## src/rtl/ajuste_valor_hora.sv

```systemverilog
// Time-of-day field adjuster: BCD up/down stepping of hora/min/seg from buttons, with preload.
// Optional press-and-hold auto-repeat is built only when AUTO_REPEAT_EN is defined.
module ajuste_valor_hora #(
    parameter int unsigned HOLD_CYCLES   = 50_000_000,
    parameter int unsigned REPEAT_CYCLES = 10_000_000
) (
    input  logic        clk,
    input  logic        rst,
    input  logic        a_hora,
    input  logic        a_min,
    input  logic        a_seg,
    input  logic        btn_arriba,
    input  logic        btn_abajo,
    input  logic        cargar,
    input  logic [23:0] dato_in,
    output logic [7:0]  hora_bcd,
    output logic [7:0]  min_bcd,
    output logic [7:0]  seg_bcd,
    output logic        escribir
);

    localparam logic [1:0] SEL_NONE = 2'd0;
    localparam logic [1:0] SEL_HORA = 2'd1;
    localparam logic [1:0] SEL_MIN  = 2'd2;
    localparam logic [1:0] SEL_SEG  = 2'd3;

    // Out-of-range or non-BCD inputs snap to 00 going up and to the maximum going down.
    function automatic logic [7:0] bcd_inc(input logic [7:0] v, input logic [7:0] vmax);
        logic [7:0] r;
        if (v[3:0] > 4'd9 || v[7:4] > 4'd9 || v >= vmax)
            r = 8'h00;
        else if (v[3:0] == 4'd9)
            r = {v[7:4] + 4'd1, 4'd0};
        else
            r = {v[7:4], v[3:0] + 4'd1};
        return r;
    endfunction

    function automatic logic [7:0] bcd_dec(input logic [7:0] v, input logic [7:0] vmax);
        logic [7:0] r;
        if (v[3:0] > 4'd9 || v[7:4] > 4'd9 || v > vmax || v == 8'h00)
            r = vmax;
        else if (v[3:0] == 4'd0)
            r = {v[7:4] - 4'd1, 4'd9};
        else
            r = {v[7:4], v[3:0] - 4'd1};
        return r;
    endfunction

    logic [7:0] r_hora, r_min, r_seg;
    logic       r_escribir;
    logic       r_arr_prev, r_aba_prev;
    logic       r_armed;

    logic [1:0] w_sel;
    logic       w_one;
    logic       w_rise;
    logic       w_press;
    logic       w_step;
    logic [7:0] w_hora_nx, w_min_nx, w_seg_nx;

    always_comb begin
        w_sel = SEL_NONE;
        if (a_hora)
            w_sel = SEL_HORA;
        else if (a_min)
            w_sel = SEL_MIN;
        else if (a_seg)
            w_sel = SEL_SEG;
    end

    // r_armed stays low after reset until both buttons are seen released, so a held button cannot step.
    assign w_one   = btn_arriba ^ btn_abajo;
    assign w_rise  = w_one & r_armed & (btn_arriba ? ~r_arr_prev : ~r_aba_prev);
    assign w_press = w_rise & (w_sel != SEL_NONE) & ~cargar;

    assign w_hora_nx = btn_arriba ? bcd_inc(r_hora, 8'h23) : bcd_dec(r_hora, 8'h23);
    assign w_min_nx  = btn_arriba ? bcd_inc(r_min,  8'h59) : bcd_dec(r_min,  8'h59);
    assign w_seg_nx  = btn_arriba ? bcd_inc(r_seg,  8'h59) : bcd_dec(r_seg,  8'h59);

`ifdef AUTO_REPEAT_EN
    // state   | meaning
    // IDLE    | waiting for a fresh press
    // ESPERA  | button held, counting HOLD_CYCLES before repeating
    // REPITE  | button still held, one step every REPEAT_CYCLES
    typedef enum logic [1:0] {ST_IDLE, ST_ESPERA, ST_REPITE} state_t;

    localparam int unsigned CNT_MAX = (HOLD_CYCLES > REPEAT_CYCLES) ? HOLD_CYCLES : REPEAT_CYCLES;
    localparam int          CNT_W   = (CNT_MAX < 2) ? 1 : $clog2(CNT_MAX + 1);
    localparam logic [CNT_W-1:0] HOLD_LAST = CNT_W'(HOLD_CYCLES - 1);
    localparam logic [CNT_W-1:0] REP_LAST  = CNT_W'(REPEAT_CYCLES - 1);
    localparam logic [CNT_W-1:0] CNT_SAT   = '1;

    state_t           r_state;
    logic [CNT_W-1:0] r_cnt;
    logic             r_dir;
    logic [1:0]       r_sel;

    logic w_sel_chg;
    logic w_keep;
    logic w_rep;

    assign w_sel_chg = (w_sel != r_sel);
    assign w_keep    = (r_state != ST_IDLE) & w_one & ~w_sel_chg & (w_sel != SEL_NONE)
                       & (btn_arriba == r_dir) & ~cargar;
    // The end of the hold time is itself the first repeat step.
    assign w_rep     = w_keep & (((r_state == ST_ESPERA) && (r_cnt == HOLD_LAST)) ||
                                 ((r_state == ST_REPITE) && (r_cnt == REP_LAST)));
    assign w_step    = w_press | w_rep;

    always_ff @(posedge clk or negedge rst) begin
        if (!rst) begin
            r_state <= ST_IDLE;
            r_cnt   <= '0;
            r_dir   <= 1'b0;
            r_sel   <= SEL_NONE;
        end else begin
            r_sel <= w_sel;
            if (w_press && !w_sel_chg) begin
                r_state <= ST_ESPERA;
                r_cnt   <= '0;
                r_dir   <= btn_arriba;
            end else if (!w_keep) begin
                r_state <= ST_IDLE;
                r_cnt   <= '0;
            end else begin
                case (r_state)
                    ST_ESPERA: begin
                        if (r_cnt == HOLD_LAST) begin
                            r_state <= ST_REPITE;
                            r_cnt   <= '0;
                        end else begin
                            r_cnt <= (r_cnt == CNT_SAT) ? r_cnt : r_cnt + 1'b1;
                        end
                    end
                    ST_REPITE: begin
                        if (r_cnt == REP_LAST)
                            r_cnt <= '0;
                        else
                            r_cnt <= (r_cnt == CNT_SAT) ? r_cnt : r_cnt + 1'b1;
                    end
                    default: begin
                        r_state <= ST_IDLE;
                        r_cnt   <= '0;
                    end
                endcase
            end
        end
    end
`else
    assign w_step = w_press;
`endif

    always_ff @(posedge clk or negedge rst) begin
        if (!rst) begin
            r_hora     <= 8'h00;
            r_min      <= 8'h00;
            r_seg      <= 8'h00;
            r_escribir <= 1'b0;
            r_arr_prev <= 1'b0;
            r_aba_prev <= 1'b0;
            r_armed    <= 1'b0;
        end else begin
            r_arr_prev <= btn_arriba;
            r_aba_prev <= btn_abajo;
            r_armed    <= r_armed | (~btn_arriba & ~btn_abajo);
            r_escribir <= cargar | w_step;
            if (cargar) begin
                r_hora <= dato_in[23:16];
                r_min  <= dato_in[15:8];
                r_seg  <= dato_in[7:0];
            end else if (w_step) begin
                case (w_sel)
                    SEL_HORA: r_hora <= w_hora_nx;
                    SEL_MIN:  r_min  <= w_min_nx;
                    SEL_SEG:  r_seg  <= w_seg_nx;
                    default:  ;
                endcase
            end
        end
    end

    assign hora_bcd = r_hora;
    assign min_bcd  = r_min;
    assign seg_bcd  = r_seg;
    assign escribir = r_escribir;

endmodule

```

## config.mk

```make
export PLATFORM = sky130hd
export DESIGN_NAME = ajuste_valor_hora
export DESIGN_NICKNAME = d
export VERILOG_FILES = /design/src/rtl/ajuste_valor_hora.sv
export SDC_FILE = /design/constraint.sdc
export NUM_CORES = 1
export LEC_CHECK = 0
export BUFFER_PORTS_ARGS = -buffer_cell sky130_fd_sc_hd__buf_4
export CAP_MARGIN = 30
export CORE_ASPECT_RATIO = 2
export CORE_MARGIN = 2
export CORE_UTILIZATION = 50
export DETAILED_ROUTE_END_ITERATION = 10
export GPL_ROUTABILITY_DRIVEN = 0
export PLACE_DENSITY_LB_ADDON = 0.08
export SLEW_MARGIN = 20
export SYNTH_ARGS = -nofsm -noshare
export SYNTH_HDL_FRONTEND = slang
export SYNTH_SLANG_ARGS = --single-unit
```

## constraint.sdc

```tcl
create_clock -name clk -period 5.5 [get_ports clk]
set_clock_uncertainty 0.15 [all_clocks]
set_input_delay 0.275 -clock clk [delete_from_list [all_inputs] [get_ports clk]]
set_output_delay 0.275 -clock clk [all_outputs]
set_load 0.005 [all_outputs]
```

==> results of run 1 <==
final timing paths:
kind                                to  cells after the start
max in group asynchronous   min_bcd[7]                      2
max reg2reg                 min_bcd[5]                      7
min reg2reg                    r_armed                      1
max                        hora_bcd[5]                      9
min                         r_arr_prev                      1
min in group asynchronous  hora_bcd[2]                      2
Yosys cell counts (3+ instances only):
master     count
o21ai_0       29
dfrtp_1       28
nand2_1       24
a21oi_1       23
inv_1         22
nor2_1        17
nor3_1        12
ha_1          10
clkbuf_1       9
nor4_1         9
nand3_1        8
buf_2          7
a221oi_1       6
nor2b_1        5
a211oi_1       4
a22oi_1        4
mux2i_1        4
nand2b_1       4
o211ai_1       4
a2111oi_0      3
a31oi_1        3
mux2_2         3
o22ai_1        3
or3_1          3
xnor2_1        3
worst reg2reg max path, cell delays in order, from the launching register on:
cell and delay [ns]:
dfrtp_1 0.46, inv_1 0.11, ha_1 0.21, and3_1 0.22, o211a_1 0.27, a311o_1 0.47, a2111oi_0 0.45, a21oi_1 0.08
power breakdown:
group | switching, mW | total (mW) | internal [mW]
clock | 0.0719 | 0.136 | 0.0644
sequential | 0.0902 | 0.332 | 0.241
combinational | 0.195 | 0.377 | 0.183
layer usage:
metal | wire length, µm | track usage, % | part of all wire, % | vias up
met2 | 3350 | 42.5 | 50 | 90
met5 | 0 | 0 | 0 | -
met3 | 367 | 2.17 | 5.5 | 13
li1 | - | - | - | 1244
met1 | 2870 | 34.1 | 43 | 1237
met4 | 126 | 9.27 | 1.9 | 0
what timing repair did:
item / CTS / global route
hold buffers: 2 / 0
endpoints found under the hold margin: 29 / 0
buffers inserted: 0 / 0
metrics by stage:
stage | setup WS (ns) | cells | total power [mW] | hold slack, ns | util (%)
3_5_place_dp | 2.99 | 398 | 0.705 | 0.0836 | 59.3
3_3_place_gp | 3.14 | 398 | 0.696 | 0.0726 | 59.3
5_1_grt | 2.70 | 404 | 0.908 | 0.0340 | 60.9
6_report | 2.94 | 404 | 0.845 | 0.0311 | 60.9
4_1_cts | 2.97 | 404 | 0.843 | 0.0309 | 60.9
2_1_floorplan | 3.24 | 304 | 0.568 | -0.171 | -
cell families (layout without fill, tap and decap cells):
| kind of cell | count (synthesis) | after routing | synth area share (%) |
|---|---|---|---|
| simple gates | 104 | 104 | 23.0 |
| xor+xnor | 3 | 3 | 1.08 |
| compound gates | 110 | 110 | 31.1 |
| buf+inv | 41 | 84 | 7.44 |
| flops | 28 | 28 | 28.7 |
| fa+ha+maj | 10 | 10 | 5.13 |
| mux | 8 | 8 | 3.49 |
registers in the layout (all words and copies together), names as in the netlist:
name	flops
seg_bcd	8
min_bcd	8
r_aba_prev	1
r_arr_prev	1
hora_bcd	8
r_armed	1
escribir	1
cell type report:
cell class / instances / area (µm²) / area share, %
Clock buffer: 4 / 55.1 / 1.89
Sequential cell: 28 / 701 / 24.1
Inverter: 22 / 82.6 / 2.84
Timing Repair Buffer: 58 / 440 / 15.2
Tap cell: 57 / 71.3 / 2.45
Multi-Input combinational cell: 235 / 1560 / 53.6
==> impl_metrics.toml, run 1 <==
[synthesis]
synthFlopType = "dfrtp_1"
yosysWarnings = 0
synth-seq-area-share_pct = 28.7
async_flop_share_pct = 100
synth_edf_count = 0
synth_area_mm2 = 0.00244
syn-mean-instance-area_um2 = 8.02
yosysUniqueCellTypes = 69
netlist.area_leader.share_pct = 28.7
synth_area_leader_cell = "dfrtp_1"
synth.area.top_cells = "dfrtp_1 29%, o21ai_0 6.0%, ha_1 5.1%, a21oi_1 4.7%, nand2_1 3.7%"
syn-num-nets = 346
synth-seq-cells = 28
syn-instance-count = 304

[setup_path]
r2r_start = "min_bcd[5]"
slowest_delay_ns = 0.53
end_kind = "flop"
path_cells = "dlygate4sd3_1 > buf_4 > inv_1 > ha_1 > and2_1 > and2_1 > a21oi_1 > a211o_1 > mux2_2"
crit_required_ns = 5.53
critPathBufInv = 3
crit_family = "buffers and inverters"
crit_fanout = 6
startpoint = "btn_abajo"
slowest_stage = "dlygate4sd3_1"
cp_common_cell = "and2_1"
critical_path_class = "input port to flop"
cp.arrival_ns = 2.59
reg2reg_slack_ns = 2.97
cp-start-kind = "input port"

[placed_design]
dp_hpwl_um = 4800
placed_area_mm2 = 0.00283
numPortBuffers = 56

[grt]
groute.usage.overall_pct = 25.6
antenna_found_initial = 0
grt_pass1_vias = 2403
grt_pass1_wl_um = 11000
overflow = 0
grt_max_degree = 41

[timing]
clock.fmax_ghz = 0.391
setup_tns_ns = 0
hold_viol = 0
fin_crit_sh_pct = 46.5
finalSetupViolCount = 0
max_slew_margin_pct = 55.3
maxSlewViolCount = 0
rsz0062_at_grt = "no"
min_period_ns = 2.56
tightest_slew_ns = 0.667

[die]
die_w_um = 53.4
io_pins = 57
core.rowCount = 36
core_area_mm2 = 0.00477
dieArea_mm2 = 0.00549
start_util_pct = 51.1
fp.dieH_um = 103

[clock_tree]
clk_pin_slew_ns = 0.10
cts-root-buf = "clkbuf_8"
cts_resized = 0
clk_path_buf_depth = 2
htreeDepth = 1
cts_made_buffers = 3
tritoncts = "done"
cts_num_sinks = 28
clkLatencyLatePin_ns = 0.29

[route]
vias = 2584
first_iter_violations = 82
drc = 0
vias_per_cell = 6.40
dr.pass1.iters = 5
routed_wl_um = 6720
wl_per_cell_um = 16.6
antenna_left = 0

[pwr]
powerDensity_mw_per_mm2 = 291
vdd_drop_max_uv = 214
leakagePower_nw = 1.23

[final_layout]
layout-drive-gt1-share_pct = 21.3
syn_to_final_growth_pct = 19.2
finalInstanceArea_mm2 = 0.00291
antenna_cells = 0
final_common_cell = "buf_4"
n_fill_cell = 436
mostFrequentLayoutCells = "56 x buf_4, 29 x o21ai_0, 28 x dfrtp_1, 24 x nand2_1, 23 x a21oi_1"
layout.nets = 390

[outcome]
outcome = "complete, no violations"

[hold_path]
min_path_type = "input port to flop"
worstHoldStart = "btn_arriba"

[flow_run]
cap_violations = 0
Note: power is estimated with default switching activity, not from simulation.
==> run 2, diff against run 1 <==
--- a/config.mk
+++ b/config.mk
@@ -5,6 +5,7 @@
 export SDC_FILE = /design/constraint.sdc
 export NUM_CORES = 1
 export LEC_CHECK = 0
+export ABC_AREA = 1
 export BUFFER_PORTS_ARGS = -buffer_cell sky130_fd_sc_hd__buf_4
 export CAP_MARGIN = 30
 export CORE_ASPECT_RATIO = 2
==> constraint.sdc (replaced) <==
create_clock -name clk -period 2.3 [get_ports clk]
set_clock_uncertainty 0.15 [all_clocks]
set_input_delay 0.115 -clock clk [delete_from_list [all_inputs] [get_ports clk]]
set_output_delay 0.115 -clock clk [all_outputs]
set_load 0.005 [all_outputs]
==> run 2 against run 1 <==
Against the previous run: the run now ends with negative hold slack left; design area increased by 13%; global-route usage increased by 1.2 points; synthesized cell count increased by 41%; count of clock-buffer cells in the layout unchanged; sequential power increased by 120%; largest power group unchanged; critical path type unchanged.
==> impl_metrics.toml, run 2 <==
[timing]
fin_crit_sh_pct = 91.5
min_period_ns = 2.10
tightest_slew_ns = 0.405
maxSlewViolCount = 0
setup_tns_ns = 0
hold_viol = 1
max_slew_margin_pct = 73.0
finalSetupViolCount = 0
clock.fmax_ghz = 0.475
rsz0062_at_grt = "no"
whs_ns = -0.000122

[route]
drc = 0
antenna_left = 0
wl_per_cell_um = 14.1
vias = 2985
dr.pass1.iters = 4
vias_per_cell = 5.41
routed_wl_um = 7810
first_iter_violations = 76

[setup_path]
cp.arrival_ns = 2.18
critical_path_class = "input port to flop"
slowest_stage = "dlygate4sd3_1"
path_cells = "dlygate4sd3_1 > buf_4 > inv_1 > ha_1 > nand2_1 > inv_1 > nand4_1 > nand2_2 > nand2_1 > inv_1 > nand2_2 > inv_2 > nand2_1 > o21ai_1"
end_kind = "flop"
critPathBufInv = 6
cp-start-kind = "input port"
crit_family = "buffers and inverters"
crit_fanout = 8
startpoint = "btn_arriba"
r2r_start = "hora_bcd[4]"
crit_required_ns = 2.38
slowest_delay_ns = 0.53

[die]
fp.dieH_um = 107
die_w_um = 55.5
start_util_pct = 51.7
io_pins = 57
core_area_mm2 = 0.00514
dieArea_mm2 = 0.00595
core.rowCount = 37

[final_layout]
mostFrequentLayoutCells = "139 x nand2_1, 58 x buf_4, 51 x inv_1, 46 x nor2_1, 39 x nand3_1"
n_fill_cell = 491
layout-drive-gt1-share_pct = 19.6
layout.nets = 538
syn_to_final_growth_pct = 23.7
final_common_cell = "nand2_1"
finish.utilization_pct = 64.0
antenna_cells = 0

[clock_tree]
tritoncts = "done"
hold_buffers = 11
clk_pin_slew_ns = 0.11
htreeDepth = 1
cts_resized = 0
cts-root-buf = "clkbuf_8"
clk_path_buf_depth = 2
clkLatencyLatePin_ns = 0.29
cts_setup_buffers = 0
cts_num_sinks = 28
cts_made_buffers = 3

[synthesis]
yosysMostFrequentCell = "nand2_1"
syn-mean-instance-area_um2 = 6.19
yosysUniqueCellTypes = 33
synth_edf_count = 0
synthFlopType = "dfrtp_1"
yosysWarnings = 0
synth-seq-cells = 28
synth-seq-area-share_pct = 26.4
syn-num-nets = 472
synth.area.top_cells = "dfrtp_1 26%, nand2_1 20%, nand3_1 7.3%, inv_1 7.2%, nor2_1 6.5%"
synthTopCellsByCount = "139 x nand2_1, 51 x inv_1, 46 x nor2_1"
async_flop_share_pct = 100
syn-instance-count = 429
synth_area_mm2 = 0.00266
netlist.area_leader.share_pct = 26.4
synth_area_leader_cell = "dfrtp_1"

[grt]
overflow = 0
grt_pass1_vias = 2950
grt_max_degree = 29
groute.usage.overall_pct = 26.8
grt_pass1_wl_um = 12800
antenna_found_initial = 0

[outcome]
outcome = "finished, violations left"
violations = "negative hold slack"

[hold_path]
worstHoldStart = "dato_in[15]"
min_path_type = "input port to flop"

[pwr]
powerDensity_mw_per_mm2 = 646
leakagePower_nw = 1.77
vdd_drop_max_uv = 400

[placed_design]
dp_hpwl_um = 6000
numPortBuffers = 56

[flow_run]
cap_violations = 0
run 2: cell families (layout without fill, tap and decap cells):
group	Yosys count	after routing	share of synthesized area, %
and+or+nand+nor	276	276	47.3
buffers and inverters	65	130	9.66
AOI/OAI and AO/OA	42	42	9.19
DFF	28	28	26.4
adders and majority gates	11	11	5.18
xor gates and xnor gates	7	7	2.31
run 2: final timing paths:
kind | end | slack, ns | depth (start not counted)
min in group asynchronous | escribir | 0.13 | 2
max reg2reg | hora_bcd[4] | 0.30 | 11
min reg2reg | r_armed | 0.35 | 1
max in group asynchronous | min_bcd[5] | 1.57 | 2
min | min_bcd[7] | -0.0001 | 5
max | seg_bcd[7] | 0.20 | 14
run 2: final cells by class:
cell class                 count  area [µm²]  area share [%]
clock buffer                   4        55.1            1.67
inverter                      57         214            6.51
multi-input combinational    336        1700            51.7
sequential                    28         701            21.3
tap                           58        72.6            2.21
timing repair buffer          69         546            16.6
run 2: layer usage:
| metal | part of all wire [%] | GRT usage (%) | wire [µm] |
|---|---|---|---|
| met5 | 0 | 0 | 0 |
| met4 | 4.0 | 18.6 | 310 |
| met3 | 4.3 | 3.26 | 332 |
| met2 | 57 | 52.8 | 4460 |
| met1 | 35 | 24.1 | 2710 |
run 2: metrics by stage:
step	power [mW]	worst slack (ns)	cells	instance area (µm²)
2_1_floorplan	1.40	0.543	429	2660
3_3_place_gp	1.76	0.332	537	3120
3_5_place_dp	1.78	0.330	537	3120
4_1_cts	2.12	0.199	552	3290
5_1_grt	2.29	0.0255	552	3290
6_report	2.12	0.195	552	3290
run 2: worst reg2reg max path: stages (launching register included):
cell      delay, ns
dfrtp_1        0.47
inv_1          0.14
ha_1           0.24
o21bai_1       0.14
nand2_1        0.06
nand2_1        0.16
nor2_4         0.09
nand3_1        0.07
nand2_1        0.08
nor2_1         0.20
nand2_1        0.08
nand2_1        0.07
run 2: report_power, final:
part / internal (mW) / switching [mW] / leakage (nW) / total, mW
logic: 0.429 / 0.632 / 1.40 / 1.06
registers: 0.573 / 0.160 / 0.338 / 0.733
clock network: 0.154 / 0.176 / 0.0288 / 0.330
==> run 3, diff against run 2 <==
--- a/config.mk
+++ b/config.mk
@@ -9,7 +9,6 @@
 export BUFFER_PORTS_ARGS = -buffer_cell sky130_fd_sc_hd__buf_4
 export CAP_MARGIN = 30
 export CORE_ASPECT_RATIO = 2
-export CORE_MARGIN = 2
 export CORE_UTILIZATION = 50
 export DETAILED_ROUTE_END_ITERATION = 10
 export GPL_ROUTABILITY_DRIVEN = 0
==> run 3 against run 2 <==
Against the previous run: core utilization decreased by 0.19 points; register-to-register slack got worse by 0.03 ns; setup slack improved by 0.016 ns; wire length decreased by 2.8%; non-clock buffer count decreased by 1; global-route usage increased by 2.7 points; sequential share of layout area increased by 0.065 points; critical path type unchanged; hold slack improved by 0.012 ns; die area decreased by 5.4%; highest routed layer unchanged; the run now ends clean.
==> impl_metrics.toml, run 3 (same netlist as run 2, synthesis figures left out) <==
[clock_tree]
cts_setup_buffers = 0
clk_pin_slew_ns = 0.10
hold_buffers = 10
clkLatencyLatePin_ns = 0.28
htreeDepth = 1
tritoncts = "done"
cts-root-buf = "clkbuf_8"
clk_path_buf_depth = 2
cts_made_buffers = 3
cts_num_sinks = 28
cts_resized = 0

[grt]
grt_pass1_wl_um = 12400
overflow = 0
groute.usage.overall_pct = 29.5
grt_pass1_vias = 2847
grt_max_degree = 29
antenna_found_initial = 0

[final_layout]
final_common_cell = "nand2_1"
finalInstanceArea_mm2 = 0.00328
layout-drive-gt1-share_pct = 19.7
syn_to_final_growth_pct = 23.4
n_fill_cell = 508
mostFrequentLayoutCells = "139 x nand2_1, 58 x buf_4, 51 x inv_1, 46 x nor2_1, 39 x nand3_1"
layout.nets = 537
final_cells = 551
antenna_cells = 0

[hold_path]
hold_end = "min_bcd[7]"
min_path_type = "input port to flop"
worstHoldStart = "dato_in[15]"
whs_path_depth = 5

[route]
wl_per_cell_um = 13.8
drc = 0
vias = 2960
first_iter_violations = 52
routed_wl_um = 7590
antenna_left = 0
vias_per_cell = 5.37
dr.pass1.iters = 4

[setup_path]
critical_path_class = "input port to flop"
crit_fanout = 8
cp.arrival_ns = 2.12
cp-start-kind = "input port"
r2r-end = "hora_bcd[4]"
end_kind = "flop"
r2r_start = "hora_bcd[4]"
reg2reg_slack_ns = 0.27
crit_required_ns = 2.33
rr_worst_depth = 11

[timing]
fin_crit_sh_pct = 90.8
min_period_ns = 2.09
hold_viol = 0
setup_tns_ns = 0
max_slew_margin_pct = 73.4
rsz0062_at_grt = "no"
clock.fmax_ghz = 0.479
finalSetupViolCount = 0
tightest_slew_ns = 0.399
maxSlewViolCount = 0

[die]
die_w_um = 53.5
dieArea_mm2 = 0.00563
start_util_pct = 51.7
core_area_mm2 = 0.00514
fp.dieH_um = 105
core.rowCount = 37
io_pins = 57

[outcome]
outcome = "complete, no violations"

[flow_run]
cap_violations = 0

[placed_design]
numPortBuffers = 56
dp_cells = 537
placed_area_mm2 = 0.00312
dp_hpwl_um = 5990

[pwr]
powerDensity_mw_per_mm2 = 643
p_total_mw = 2.11
leakagePower_nw = 1.76
vdd_drop_max_uv = 560
run 3: metrics by stage:
step,utilization (%),hold slack [ns],setup slack (ns)
2_1_floorplan,-,-0.331,0.543
3_3_place_gp,60.7,-0.0807,0.331
3_5_place_dp,60.7,-0.0829,0.294
4_1_cts,63.8,0.0128,0.233
5_1_grt,63.8,0.0208,0.0819
6_report,63.8,0.0123,0.211
run 3: critical path: stages:
cell	delay [ns]
dlygate4sd3_1	0.53
buf_4	0.16
inv_1	0.11
ha_1	0.29
nand2_1	0.04
inv_1	0.10
nand4_1	0.13
nand2_2	0.15
inv_1	0.10
nor2_1	0.15
o21ai_2	0.10
nand2_1	0.09
nand2_1	0.05
run 3: cell type report:
class	count	area (µm²)	area share, %
clock buffers	4	55.1	1.68
repair buffers	68	536	16.3
inverters	57	214	6.53
flip-flops and latches	28	701	21.4
multi-input cells	336	1700	51.9
well taps	58	72.6	2.21
run 3: worst max-delay path by stage:
stage	startpoint	to	slack, ns	cells past startpoint
after floorplan	hora_bcd[4]	hora_bcd[5]	0.54	11
after global placement	hora_bcd[4]	hora_bcd[4]	0.33	11
after detailed placement	hora_bcd[4]	hora_bcd[4]	0.29	11
after CTS	btn_arriba	seg_bcd[7]	0.23	14
after global routing	btn_arriba	min_bcd[5]	0.08	13
final	btn_arriba	min_bcd[5]	0.21	13
run 3: report_power, final:
| part | internal (mW) | switching, mW |
|---|---|---|
| combinational | 0.428 | 0.629 |
| clock | 0.154 | 0.165 |
| sequential | 0.573 | 0.160 |
| total | 1.15 | 0.954 |
run 3: routing by layer:
layer	vias up	track usage (%)	wire length (µm)	share of wire (%)
li1	1494	-	-	-
met2	85	56.7	4400	58
met1	1352	28.7	2660	35
met3	29	2.91	233	3.1
met5	-	0	0	0
met4	0	13.2	301	4.0
